## config.mk

```make
export PLATFORM = sky130hd
export DESIGN_NAME = sig_window_stats
export DESIGN_NICKNAME = d
export VERILOG_FILES = /design/src/rtl/sig_window_stats.sv
export SDC_FILE = /design/constraint.sdc
export NUM_CORES = 1
export LEC_CHECK = 0
export CORE_UTILIZATION = 53
export CTS_BUF_LIST = sky130_fd_sc_hd__clkbuf_4
export DETAILED_ROUTE_END_ITERATION = 6
export GPL_TIMING_DRIVEN = 0
export PLACE_DENSITY = 0.79
export SYNTH_ARGS = -nofsm -noshare
export SYNTH_HDL_FRONTEND = slang
export SYNTH_SLANG_ARGS = --single-unit
```

## constraint.sdc

```tcl
create_clock -name clk -period 4.6 [get_ports clk]
set_clock_uncertainty 0.05 [all_clocks]
set_input_delay 1.15 -clock clk [delete_from_list [all_inputs] [get_ports clk]]
set_output_delay 1.15 -clock clk [all_outputs]
set_load 0.005 [all_outputs]
```

## src/rtl/sig_window_stats.sv

```systemverilog
// rtl/sig_window_stats.sv - windowed max/min/peak-to-peak and hysteretic zero-crossing statistics
//
// Purpose: collects 2^WIN_LG accepted samples per window and publishes the
// window's max, min, peak-to-peak span and rising zero-crossing count.
//
// Ports:
//   clk         - clock, all state updates on rising edge
//   rst         - asynchronous active-high reset
//   en          - measurement enable (IDLE->ACQ when high, ACQ->IDLE when low)
//   s_valid     - qualifies s_in
//   s_in        - signed sample, DATA_W bits
//   max_out     - maximum of last completed window
//   min_out     - minimum of last completed window
//   p2p_out     - max_out - min_out, DATA_W+1 bits unsigned
//   zc_count    - rising hysteretic zero crossings in last completed window
//   stats_valid - one-cycle pulse when the stat outputs update
//   busy        - high while acquiring
module sig_window_stats #(
  parameter int DATA_W = 19,
  parameter int WIN_LG = 10,
  parameter int HYST   = 64
) (
  input  logic                     clk,
  input  logic                     rst,
  input  logic                     en,
  input  logic                     s_valid,
  input  logic signed [DATA_W-1:0] s_in,
  output logic signed [DATA_W-1:0] max_out,
  output logic signed [DATA_W-1:0] min_out,
  output logic        [DATA_W:0]   p2p_out,
  output logic        [WIN_LG-1:0] zc_count,
  output logic                     stats_valid,
  output logic                     busy
);

  typedef enum logic {ST_IDLE, ST_ACQ} state_t;
  typedef enum logic [1:0] {POL_UNK, POL_NEG, POL_POS} pol_t;

  localparam logic signed [DATA_W-1:0] LP_HYST_P = DATA_W'(HYST);
  localparam logic signed [DATA_W-1:0] LP_HYST_N = -LP_HYST_P;
  localparam logic        [WIN_LG-1:0] LP_ZC_MAX = '1;
  localparam logic        [WIN_LG-1:0] LP_CNT_LAST = '1;

  state_t                     r_state;
  pol_t                       r_pol;
  logic        [WIN_LG-1:0]   r_cnt;
  logic signed [DATA_W-1:0]   r_max;
  logic signed [DATA_W-1:0]   r_min;
  logic        [WIN_LG-1:0]   r_zc;

  logic                       w_first;
  logic                       w_last;
  logic                       w_neg;
  logic                       w_pos;
  logic                       w_cross;
  logic signed [DATA_W-1:0]   w_max_nxt;
  logic signed [DATA_W-1:0]   w_min_nxt;
  logic        [WIN_LG-1:0]   w_zc_base;
  logic        [WIN_LG-1:0]   w_zc_nxt;
  logic        [DATA_W:0]     w_p2p;

  assign w_first = (r_cnt == '0);
  assign w_last  = (r_cnt == LP_CNT_LAST);

  // The first sample of a window seeds the extremes instead of comparing
  // against the previous window's leftovers.
  assign w_max_nxt = (w_first || (s_in > r_max)) ? s_in : r_max;
  assign w_min_nxt = (w_first || (s_in < r_min)) ? s_in : r_min;

  // Negative threshold takes priority so HYST=0 never counts on a zero sample.
  assign w_neg   = (s_in <= LP_HYST_N);
  assign w_pos   = (s_in >= LP_HYST_P) && !w_neg;
  assign w_cross = w_pos && (r_pol == POL_NEG);

  assign w_zc_base = w_first ? '0 : r_zc;
  assign w_zc_nxt  = (w_cross && (w_zc_base != LP_ZC_MAX)) ? w_zc_base + WIN_LG'(1) : w_zc_base;

  // Sign-extend both operands by one bit so full-scale spans cannot wrap.
  assign w_p2p = {w_max_nxt[DATA_W-1], w_max_nxt} - {w_min_nxt[DATA_W-1], w_min_nxt};

  always_ff @(posedge clk or posedge rst) begin
    if (rst) begin
      r_state     <= ST_IDLE;
      r_pol       <= POL_UNK;
      r_cnt       <= '0;
      r_max       <= '0;
      r_min       <= '0;
      r_zc        <= '0;
      max_out     <= '0;
      min_out     <= '0;
      p2p_out     <= '0;
      zc_count    <= '0;
      stats_valid <= 1'b0;
      busy        <= 1'b0;
    end else begin
      stats_valid <= 1'b0;
      case (r_state)
        ST_IDLE: begin
          r_pol <= POL_UNK;
          r_cnt <= '0;
          if (en) begin
            r_state <= ST_ACQ;
            busy    <= 1'b1;
          end
        end
        ST_ACQ: begin
          if (!en) begin
            // Abandon the partial window; published stats are left untouched.
            r_state <= ST_IDLE;
            busy    <= 1'b0;
            r_pol   <= POL_UNK;
            r_cnt   <= '0;
            r_max   <= '0;
            r_min   <= '0;
            r_zc    <= '0;
          end else if (s_valid) begin
            r_cnt <= r_cnt + WIN_LG'(1);
            r_max <= w_max_nxt;
            r_min <= w_min_nxt;
            r_zc  <= w_zc_nxt;
            if (w_neg) begin
              r_pol <= POL_NEG;
            end else if (w_pos) begin
              r_pol <= POL_POS;
            end
            if (w_last) begin
              max_out     <= w_max_nxt;
              min_out     <= w_min_nxt;
              p2p_out     <= w_p2p;
              zc_count    <= w_zc_nxt;
              stats_valid <= 1'b1;
            end
          end
        end
        default: r_state <= ST_IDLE;
      endcase
    end
  end

endmodule

```

==> impl_metrics.py, run 1 <==
metrics = {
    "run_status": {
        "outcome": "complete, but fails checks",
        "violations": "setup timing",
    },
    "placement": {
        "dpl.cell_count": 1126,
        "port_buffers": 91,
        "hpwl_mm": 15.6,
        "place_area_um2": 9070,
        "pre_cts_slack_ns": -1.70,
        "gp_congestion": 0.943,
    },
    "cells_and_area": {
        "multi_input_area_um2": 4870,
        "nNetsFinal": 1093,
        "final_cell_mix": "nand2_1 (131), dfrtp_1 (131), clkdlybuf4s50_1 (72)",
        "final_cell_area_um2": 10500,
        "area_growth_pct": 37.5,
        "regArea_um2": 3280,
        "fillerInstances": 967,
        "finish.utilization": 0.754,
        "antenna_cells": 0,
        "layout.cells.non_filler": 1203,
        "drive_gt1_frac": 0.213,
    },
    "worst_setup_path": {
        "crit_chain": "buf_12, ha_4, nand4_1, nor2_2, a221o_1, a21o_1, nor2b_4, a311oi_2, buf_6, buf_12, mux2i_4, ha_4, a21o_1, a21o_1, a21oi_2, o41ai_4, o21a_1, o31a_1, or4_1, o211ai_1",
        "arrival_ns": 5.33,
        "critPathRequiredTime_ns": 5.04,
        "r2r_start": "r_min[13]",
        "critPathMaxStageDelay_ns": 0.45,
        "critPathSlowestCell": "or4_1",
        "worst-path-buf-inv": 3,
        "crit_start": "s_in[11]",
        "crit_type": "in -> reg",
        "crit_path_max_fanout": 6,
        "end_kind": "flop",
        "critPathLaunchType": "input port",
        "crit_top_cell": "a21o_1",
        "critPathTopFamily": "compound AO/OA/AOI/OAI gates",
    },
    "logic_synthesis": {
        "yosys.area.top_type": "dfrtp_1",
        "synth.top_cell.area_share": 0.427,
        "postSynth.asyncResetShare": 1.00,
        "syn_area_per_cell_um2": 9.00,
        "synth_cell_types": 63,
        "ys_ff_latch": 131,
        "synth_area_um2": 7670,
        "synth_nets": 935,
        "synth-edff-count": 0,
        "yosysSeqAreaShare": 0.427,
        "synth_ff_type": "dfrtp_1",
        "postSynthCellCount": 852,
        "yosysWarnings": 0,
        "synthTopCellsByArea": "dfrtp_1 (43%), ha_1 (9.6%), nand2_1 (6.6%), mux2i_1 (5.1%), o21ai_0 (4.7%)",
    },
    "job": {
        "maxCapViolations": 0,
    },
    "drt": {
        "vias_per_cell": 6.07,
        "routed_wl_mm": 23.9,
        "firstDrtPassIters": 5,
        "postRouteAntennaNets": 0,
        "wire_per_inst_um": 19.9,
        "drcViolationCount": 0,
        "drt_iter0_markers": 603,
        "vias": 7302,
    },
    "floorplanning": {
        "die_w_um": 122,
        "row_count": 43,
        "ioPinCount": 93,
        "fp.dieH_um": 122,
        "die_area_um2": 15000,
        "start_util": 0.548,
        "core_area_um2": 14000,
    },
    "sta": {
        "fin_ws_ns": -0.290,
        "period_share": 1.06,
        "relSlewSlack": 0.510,
        "rsz0062_at_grt": "true",
        "tightest_slew_ns": 0.735,
        "min_period_ns": 4.89,
        "slew_viol_final": 0,
        "whs_ns": 0.435,
        "max_freq_mhz": 204,
        "finalSetupViolCount": 11,
        "hold_viol_final": 0,
        "tns_ns": -1.87,
    },
    "power": {
        "leakage_nw": 4.47,
        "power.total_mw": 2.89,
        "p_per_area_nw_per_um2": 274,
        "ir_worst_vdd_mv": 0.148,
    },
    "clock_network": {
        "clk_latency_ns": 0.57,
        "clk_pin_slew_ns": 0.12,
        "cts_root_buf": "clkbuf_4",
        "clock_path_buffers": 2,
        "cts_tree": "built",
        "cts.sinks": 131,
        "cts_buffers": 17,
        "cts.htree.levels": 4,
    },
    "grt": {
        "grt_pass1_wl_mm": 35.7,
        "grt_pass1_vias": 6960,
        "grt_use_total": 0.317,
        "antenna_found_initial": 0,
        "grt.overflow.total": 0,
        "grt_max_degree": 38,
    },
    "hold_path": {
        "holdCritPathClass": "reg -> reg",
        "min-delay-start": "p2p_out[6]",
    },
}
worst min-delay path, cell delays in order, from the launching register on:
cell     delay [ns]
dfrtp_1        0.37
nand2_1        0.05
nand2_1        0.05
cell type report:
| type | instances | area share |
|---|---|---|
| Buffer | 37 | 0.0185 |
| Clock buffer | 17 | 0.0121 |
| Clock inverter | 15 | 0.0180 |
| Inverter | 72 | 0.0260 |
| Multi-Input combinational cell | 612 | 0.462 |
| Sequential cell | 131 | 0.311 |
| Tap cell | 180 | 0.0214 |
| Timing Repair Buffer | 139 | 0.132 |
routing by layer:
metal	vias up	global-route usage	wire [um]
li1	3316	-	-
met1	3540	0.406	9720
met2	342	0.497	11300
met3	104	0.0692	1650
met4	0	0.181	1290
met5	-	0	0
Yosys cell counts, types with 5 or more instances:
cell type / n
xor2_1: 14
a31oi_1: 7
xnor2_1: 9
o21bai_1: 6
o31ai_1: 11
inv_1: 72
nand2_1: 134
clkbuf_1: 31
o211ai_1: 5
nor2b_1: 7
nand4_1: 11
and3_1: 11
ha_1: 59
a21o_1: 13
o21ai_1: 45
nand2b_1: 5
or3_1: 6
a211oi_1: 6
dfrtp_1: 131
nand3_1: 15
mux2i_1: 39
a21oi_1: 32
nor3_1: 7
nor2_1: 37
o21ai_0: 72
logic make-up after synthesis:
group,synth area share
AND/OR/NAND/NOR,0.158
buffers and inverters,0.0550
XOR/XNOR,0.0263
multiplexers,0.0509
AO/OA/AOI/OAI,0.183
flip-flops,0.427
adder cells (fa/ha/maj),0.100
state kept, by name, summed over array words and instances (netlist names):
register and count:
p2p_out 20, busy 1, r_zc 10, zc_count 10
max_out 19, min_out 19, r_state 1, r_min 19
r_pol 2, stats_valid 1, r_cnt 10, r_max 19
path summary, 6_finish.rpt:
check	slack (ns)	cells past startpoint	end
min in group asynchronous	0.96	2	zc_count[7]
max	-0.29	20	p2p_out[14]
max in group asynchronous	2.92	3	p2p_out[17]
max reg2reg	-0.14	20	p2p_out[14]
min	0.44	2	p2p_out[6]
min reg2reg	0.44	2	p2p_out[6]
repair_timing:
| action | CTS | global route |
|---|---|---|
| cloned | 2 | 0 |
| buffers inserted | 18 | 25 |
| endpoints found under the setup margin | 17 | 14 |
| hold endpoints to repair | 0 | 0 |
| pin swaps | 15 | 24 |
| hold buffers | 0 | 0 |
| resized for setup | 184 | 70 |
power breakdown:
group	internal, mW	switching (mW)
combinational	0.346	0.442
sequential	1.18	0.0328
clock	0.426	0.461
total	1.95	0.936
No activity file was read; power rests on OpenSTA's default activity.
==> run 2, diff against run 1 <==
--- a/config.mk
+++ b/config.mk
@@ -5,11 +5,10 @@
 export SDC_FILE = /design/constraint.sdc
 export NUM_CORES = 1
 export LEC_CHECK = 0
-export CORE_UTILIZATION = 53
+export CORE_UTILIZATION = 35
 export CTS_BUF_LIST = sky130_fd_sc_hd__clkbuf_4
 export DETAILED_ROUTE_END_ITERATION = 6
 export GPL_TIMING_DRIVEN = 0
-export PLACE_DENSITY = 0.79
 export SYNTH_ARGS = -nofsm -noshare
 export SYNTH_HDL_FRONTEND = slang
 export SYNTH_SLANG_ARGS = --single-unit
==> impl_metrics.py, run 2 (synthesis gave the netlist of run 1 again) <==
metrics = {
    "placement": {
        "port_buffers": 91,
        "gp_congestion": 0.893,
        "pre_cts_slack_ns": -1.77,
        "hpwl_mm": 16.6,
    },
    "drt": {
        "vias": 6998,
        "vias_per_cell": 5.31,
        "wire_per_inst_um": 18.4,
        "routed_wl_mm": 24.2,
        "drcViolationCount": 0,
        "drt_iter0_markers": 399,
        "firstDrtPassIters": 5,
        "postRouteAntennaNets": 0,
    },
    "cells_and_area": {
        "area_growth_pct": 40.6,
        "multi_input_area_um2": 4890,
        "largest_reg_flops": 20,
        "top_register": "p2p_out",
        "nNetsFinal": 1112,
        "final_cell_mix": "nand2_1 (131), dfrtp_1 (131), clkdlybuf4s50_1 (72)",
        "drive_gt1_frac": 0.226,
        "fillerInstances": 1970,
        "regArea_um2": 3280,
    },
    "sta": {
        "whs_ns": 0.444,
        "fin_ws_ns": -0.244,
        "hold_viol_final": 0,
        "relSlewSlack": 0.494,
        "slew_viol_final": 0,
        "rsz0062_at_grt": "true",
        "period_share": 1.05,
        "tns_ns": -1.22,
        "max_freq_mhz": 206,
        "finalSetupViolCount": 8,
        "min_period_ns": 4.84,
        "tightest_slew_ns": 0.758,
    },
    "clock_network": {
        "cts_buffers": 17,
        "holdBufCountCts": 0,
        "clock_path_buffers": 2,
        "clk_pin_slew_ns": 0.13,
        "cts_tree": "built",
        "cts.htree.levels": 4,
        "clk_latency_ns": 0.57,
        "cts_root_buf": "clkbuf_4",
        "cts.sinks": 131,
    },
    "job": {
        "maxCapViolations": 0,
    },
    "grt": {
        "antenna_found_initial": 1,
        "grt_pass1_vias": 6728,
        "grt_pass1_wl_mm": 37.1,
        "grt_max_degree": 41,
        "grt.overflow.total": 0,
        "grt_use_total": 0.219,
    },
    "run_status": {
        "outcome": "complete, but fails checks",
        "violations": "setup timing",
    },
    "floorplanning": {
        "die_area_um2": 22500,
        "row_count": 53,
        "fp.dieH_um": 150,
        "core_area_um2": 21200,
        "ioPinCount": 93,
        "die_w_um": 150,
        "start_util": 0.361,
    },
    "power": {
        "seqPwrFrac": 0.436,
        "power_frac_comb": 0.286,
        "leakage_nw": 4.55,
        "internal-power_mw": 1.81,
        "clkPwrFrac": 0.278,
        "p_sw_uw": 969,
        "power.total_mw": 2.78,
        "ir_worst_vdd_mv": 0.141,
        "p_per_area_nw_per_um2": 258,
        "swShare": 0.348,
    },
    "worst_setup_path": {
        "crit_path_max_fanout": 7,
        "arrival_ns": 5.28,
        "regToRegSetupSlack_ns": -0.11,
        "critPathLaunchType": "input port",
        "critPathRequiredTime_ns": 5.03,
        "crit_type": "in -> reg",
        "reg2reg_to": "p2p_out[14]",
        "r2r_cells": 20,
        "r2r_start": "r_min[4]",
        "end_kind": "flop",
    },
    "hold_path": {
        "holdCritPathClass": "reg -> reg",
        "min-delay-start": "p2p_out[6]",
        "whs_path_depth": 2,
        "min_to": "p2p_out[6]",
    },
}
==> run 2: cell count changes in the layout (fill, tap and decap cells not counted), moves of 3 or more <==
| cell | change |
|---|---|
| a21oi_4 | +3 |
| buf_4 | +18 |
| bufinv_16 | -3 |
| clkinv_2 | -3 |
| ha_2 | -3 |
| inv_6 | +3 |
==> run 2: power groups by stage <==
stage / combinational, mW / clock (mW) / sequential [mW]
2_1_floorplan: 0.390 / 0 / 1.22
3_3_place_gp: 0.543 / 0 / 1.23
3_5_place_dp: 0.554 / 0 / 1.23
4_1_cts: 0.675 / 0.783 / 1.21
5_1_grt: 0.867 / 0.825 / 1.22
6_report: 0.796 / 0.773 / 1.21
==> run 2: stage by stage <==
stage	instance area (um2)	instances	utilization
2_1_floorplan	7870	852	-
3_3_place_gp	9130	1218	0.430
3_5_place_dp	9190	1221	0.433
4_1_cts	10100	1286	0.478
5_1_grt	10800	1318	0.508
6_report	10800	1318	0.508
==> run 2: critical path: stages <==
cell      delay, ns
buf_12         0.11
ha_4           0.25
nand4_1        0.20
buf_4          0.21
nor4_4         0.28
buf_4          0.17
a21oi_4        0.06
a311oi_2       0.23
buf_4          0.22
buf_12         0.15
mux2i_4        0.28
ha_4           0.24
a21o_1         0.18
a21o_1         0.17
a21oi_2        0.17
o41ai_4        0.12
o21a_1         0.23
o31a_1         0.35
or4_1          0.41
o211ai_1       0.10
==> run 2: timing repair <==
| action | 4_1_cts | 5_1_grt |
|---|---|---|
| setup buffers | 32 | 33 |
| setup endpoints to repair | 17 | 13 |
| gates cloned | 1 | 0 |
| pin swaps | 21 | 31 |
| gates resized for setup | 182 | 68 |
==> run 2: worst max-delay path by stage <==
| stage | startpoint | end | depth (start not counted) |
|---|---|---|---|
| finish | s_in[13] | p2p_out[14] | 20 |
| global placement | s_in[10] | p2p_out[14] | 18 |
| floorplan | s_in[4] | p2p_out[14] | 19 |
| CTS | s_in[4] | p2p_out[14] | 20 |
| global route | s_in[18] | p2p_out[14] | 20 |
| detailed placement | s_in[10] | p2p_out[14] | 18 |
==> run 2: final cells by class <==
cell class | instances | share of cell area
Clock inverter | 15 | 0.0123
Inverter | 72 | 0.0254
Multi-Input combinational cell | 612 | 0.453
Antenna cell | 1 | 0.000232
Timing Repair Buffer | 158 | 0.143
Tap cell | 275 | 0.0319
Clock buffer | 17 | 0.0118
Buffer | 37 | 0.0178
Sequential cell | 131 | 0.304
==> run 2: routing by layer <==
metal,vias to the layer above,global-route usage,routed length (um)
met5,-,0,0
met4,0,0.0682,479
met3,29,0.0421,1120
met2,193,0.352,11600
met1,3429,0.295,11100
li1,3347,-,-
==> run 3, diff against run 2 <==
--- a/config.mk
+++ b/config.mk
@@ -5,6 +5,7 @@
 export SDC_FILE = /design/constraint.sdc
 export NUM_CORES = 1
 export LEC_CHECK = 0
+export CORE_ASPECT_RATIO = 1.75
 export CORE_UTILIZATION = 35
 export CTS_BUF_LIST = sky130_fd_sc_hd__clkbuf_4
 export DETAILED_ROUTE_END_ITERATION = 6
==> impl_metrics.py, run 3 (synthesis gave the netlist of run 1 again) <==
metrics = {
    "sta": {
        "relSlewSlack": 0.490,
        "fin_ws_ns": -0.164,
        "finalSetupViolCount": 9,
        "tns_ns": -0.699,
        "max_freq_mhz": 210,
        "slew_viol_final": 0,
        "period_share": 1.04,
        "tightest_slew_ns": 0.764,
        "hold_viol_final": 0,
        "rsz0062_at_grt": "true",
        "min_period_ns": 4.76,
    },
    "job": {
        "maxCapViolations": 0,
    },
    "floorplanning": {
        "die_w_um": 114,
        "fp.dieH_um": 198,
        "row_count": 71,
        "start_util": 0.357,
        "die_area_um2": 22500,
        "core_area_um2": 21500,
        "ioPinCount": 93,
    },
    "drt": {
        "vias": 6995,
        "postRouteAntennaNets": 0,
        "vias_per_cell": 5.28,
        "firstDrtPassIters": 5,
        "routed_wl_mm": 24.7,
        "drcViolationCount": 0,
        "drt_iter0_markers": 266,
        "wire_per_inst_um": 18.6,
    },
    "worst_setup_path": {
        "arrival_ns": 5.19,
        "end_kind": "flop",
        "crit_path_max_fanout": 6,
        "regToRegSetupSlack_ns": 0,
        "r2r_start": "r_min[4]",
        "crit_type": "in -> reg",
        "critPathLaunchType": "input port",
        "reg2reg_to": "p2p_out[14]",
        "critPathRequiredTime_ns": 5.03,
        "r2r_cells": 20,
    },
    "clock_network": {
        "cts_tree": "built",
        "cts.htree.levels": 4,
        "cts_buffers": 17,
        "clk_pin_slew_ns": 0.12,
        "clk_latency_ns": 0.56,
        "cts.sinks": 131,
        "cts_root_buf": "clkbuf_4",
        "clock_path_buffers": 2,
    },
    "cells_and_area": {
        "top_register": "p2p_out",
        "layout.cells.non_filler": 1325,
        "fillerInstances": 2074,
        "area_growth_pct": 39.1,
        "drive_gt1_frac": 0.211,
        "nNetsFinal": 1102,
        "final_common_cell": "nand2_1",
        "final_cell_mix": "nand2_1 (132), dfrtp_1 (131), clkdlybuf4s50_1 (72)",
        "largest_reg_flops": 20,
    },
    "grt": {
        "grt_pass1_vias": 7190,
        "antenna_found_initial": 1,
        "grt_use_total": 0.226,
        "grt_max_degree": 41,
        "grt_pass1_wl_mm": 38.3,
        "grt.overflow.total": 0,
    },
    "power": {
        "p_per_area_nw_per_um2": 270,
        "leakage_nw": 4.50,
        "power.total_mw": 2.88,
        "ir_worst_vdd_mv": 0.134,
    },
    "placement": {
        "dpl.cell_count": 1238,
        "hpwl_mm": 18.1,
        "pre_cts_slack_ns": -1.73,
        "gp_congestion": 0.858,
        "port_buffers": 91,
    },
    "run_status": {
        "outcome": "complete, but fails checks",
        "violations": "setup timing",
    },
    "hold_path": {
        "whs_path_depth": 2,
        "min_to": "max_out[3]",
        "min-delay-start": "max_out[3]",
        "holdCritPathClass": "reg -> reg",
    },
}
run 3: changes by cell type in the layout (fill, tap and decap cells not counted), moves of 3 or more:
cell       delta
buf_4         -9
buf_12        -5
buf_6         +3
bufinv_16     +3
clkbuf_4      +3
inv_6         -3
mux2i_2       +3
run 3: cell type report:
| type | count | area, um2 | area share |
|---|---|---|---|
| Multi-Input combinational cell | 612 | 4810 | 0.451 |
| Sequential cell | 131 | 3280 | 0.307 |
| Timing Repair Buffer | 148 | 1420 | 0.133 |
| Tap cell | 292 | 365 | 0.0342 |
| Inverter | 72 | 274 | 0.0257 |
| Buffer | 37 | 195 | 0.0183 |
| Clock inverter | 14 | 188 | 0.0176 |
| Clock buffer | 18 | 135 | 0.0127 |
| Antenna cell | 1 | 2.50 | 0.000235 |
run 3: repair_timing:
action / CTS / global route
gates cloned: 1 / 0
hold buffers: 0 / 0
resized for setup: 196 / 41
setup endpoints to repair: 17 / 14
buffers inserted: 40 / 13
pin swaps: 30 / 27
run 3: worst max-delay path by stage:
stage,startpoint,slack (ns),cells after the start,to
6_report,s_in[17],-0.16,19,p2p_out[14]
5_1_grt,s_in[14],-0.26,19,p2p_out[14]
4_1_cts,s_in[4],-0.17,20,p2p_out[12]
3_5_place_dp,s_in[12],-1.73,18,p2p_out[14]
3_3_place_gp,s_in[12],-1.80,16,p2p_out[14]
2_1_floorplan,s_in[4],-0.36,19,p2p_out[14]
run 3: power breakdown:
group | total (mW) | internal, mW | switching [mW]
Clock | 0.899 | 0.433 | 0.466
Combinational | 0.770 | 0.345 | 0.424
Sequential | 1.21 | 1.18 | 0.0309
run 3: worst max-delay path, cell delays in order:
cell	delay, ns
buf_4	0.16
ha_4	0.28
nand4_1	0.13
buf_4	0.17
nor4_4	0.38
a21oi_2	0.12
a311oi_2	0.29
buf_6	0.19
buf_12	0.15
mux2i_4	0.26
ha_4	0.23
a21o_1	0.17
a21o_1	0.17
a21oi_2	0.17
o41ai_4	0.12
o21a_1	0.22
o31a_1	0.33
or4_1	0.41
o211ai_1	0.10
run 3: through the flow:
step / instance area, um2 / utilization / hold WS [ns]
6_report: 10700 / 0.496 / 0.442
5_1_grt: 10700 / 0.496 / 0.474
4_1_cts: 10400 / 0.483 / 0.446
3_5_place_dp: 9210 / 0.428 / 0.420
3_3_place_gp: 9150 / 0.425 / 0.405
2_1_floorplan: 7870 / - / 0.391
run 3: routing by layer:
layer,vias up,wire (um),global-route usage,part of all wire
li1,3340,-,-,-
met2,174,13700,0.428,0.55
met5,-,0,0,0
met4,0,834,0.101,0.034
met3,49,736,0.0282,0.030
met1,3432,9450,0.247,0.38
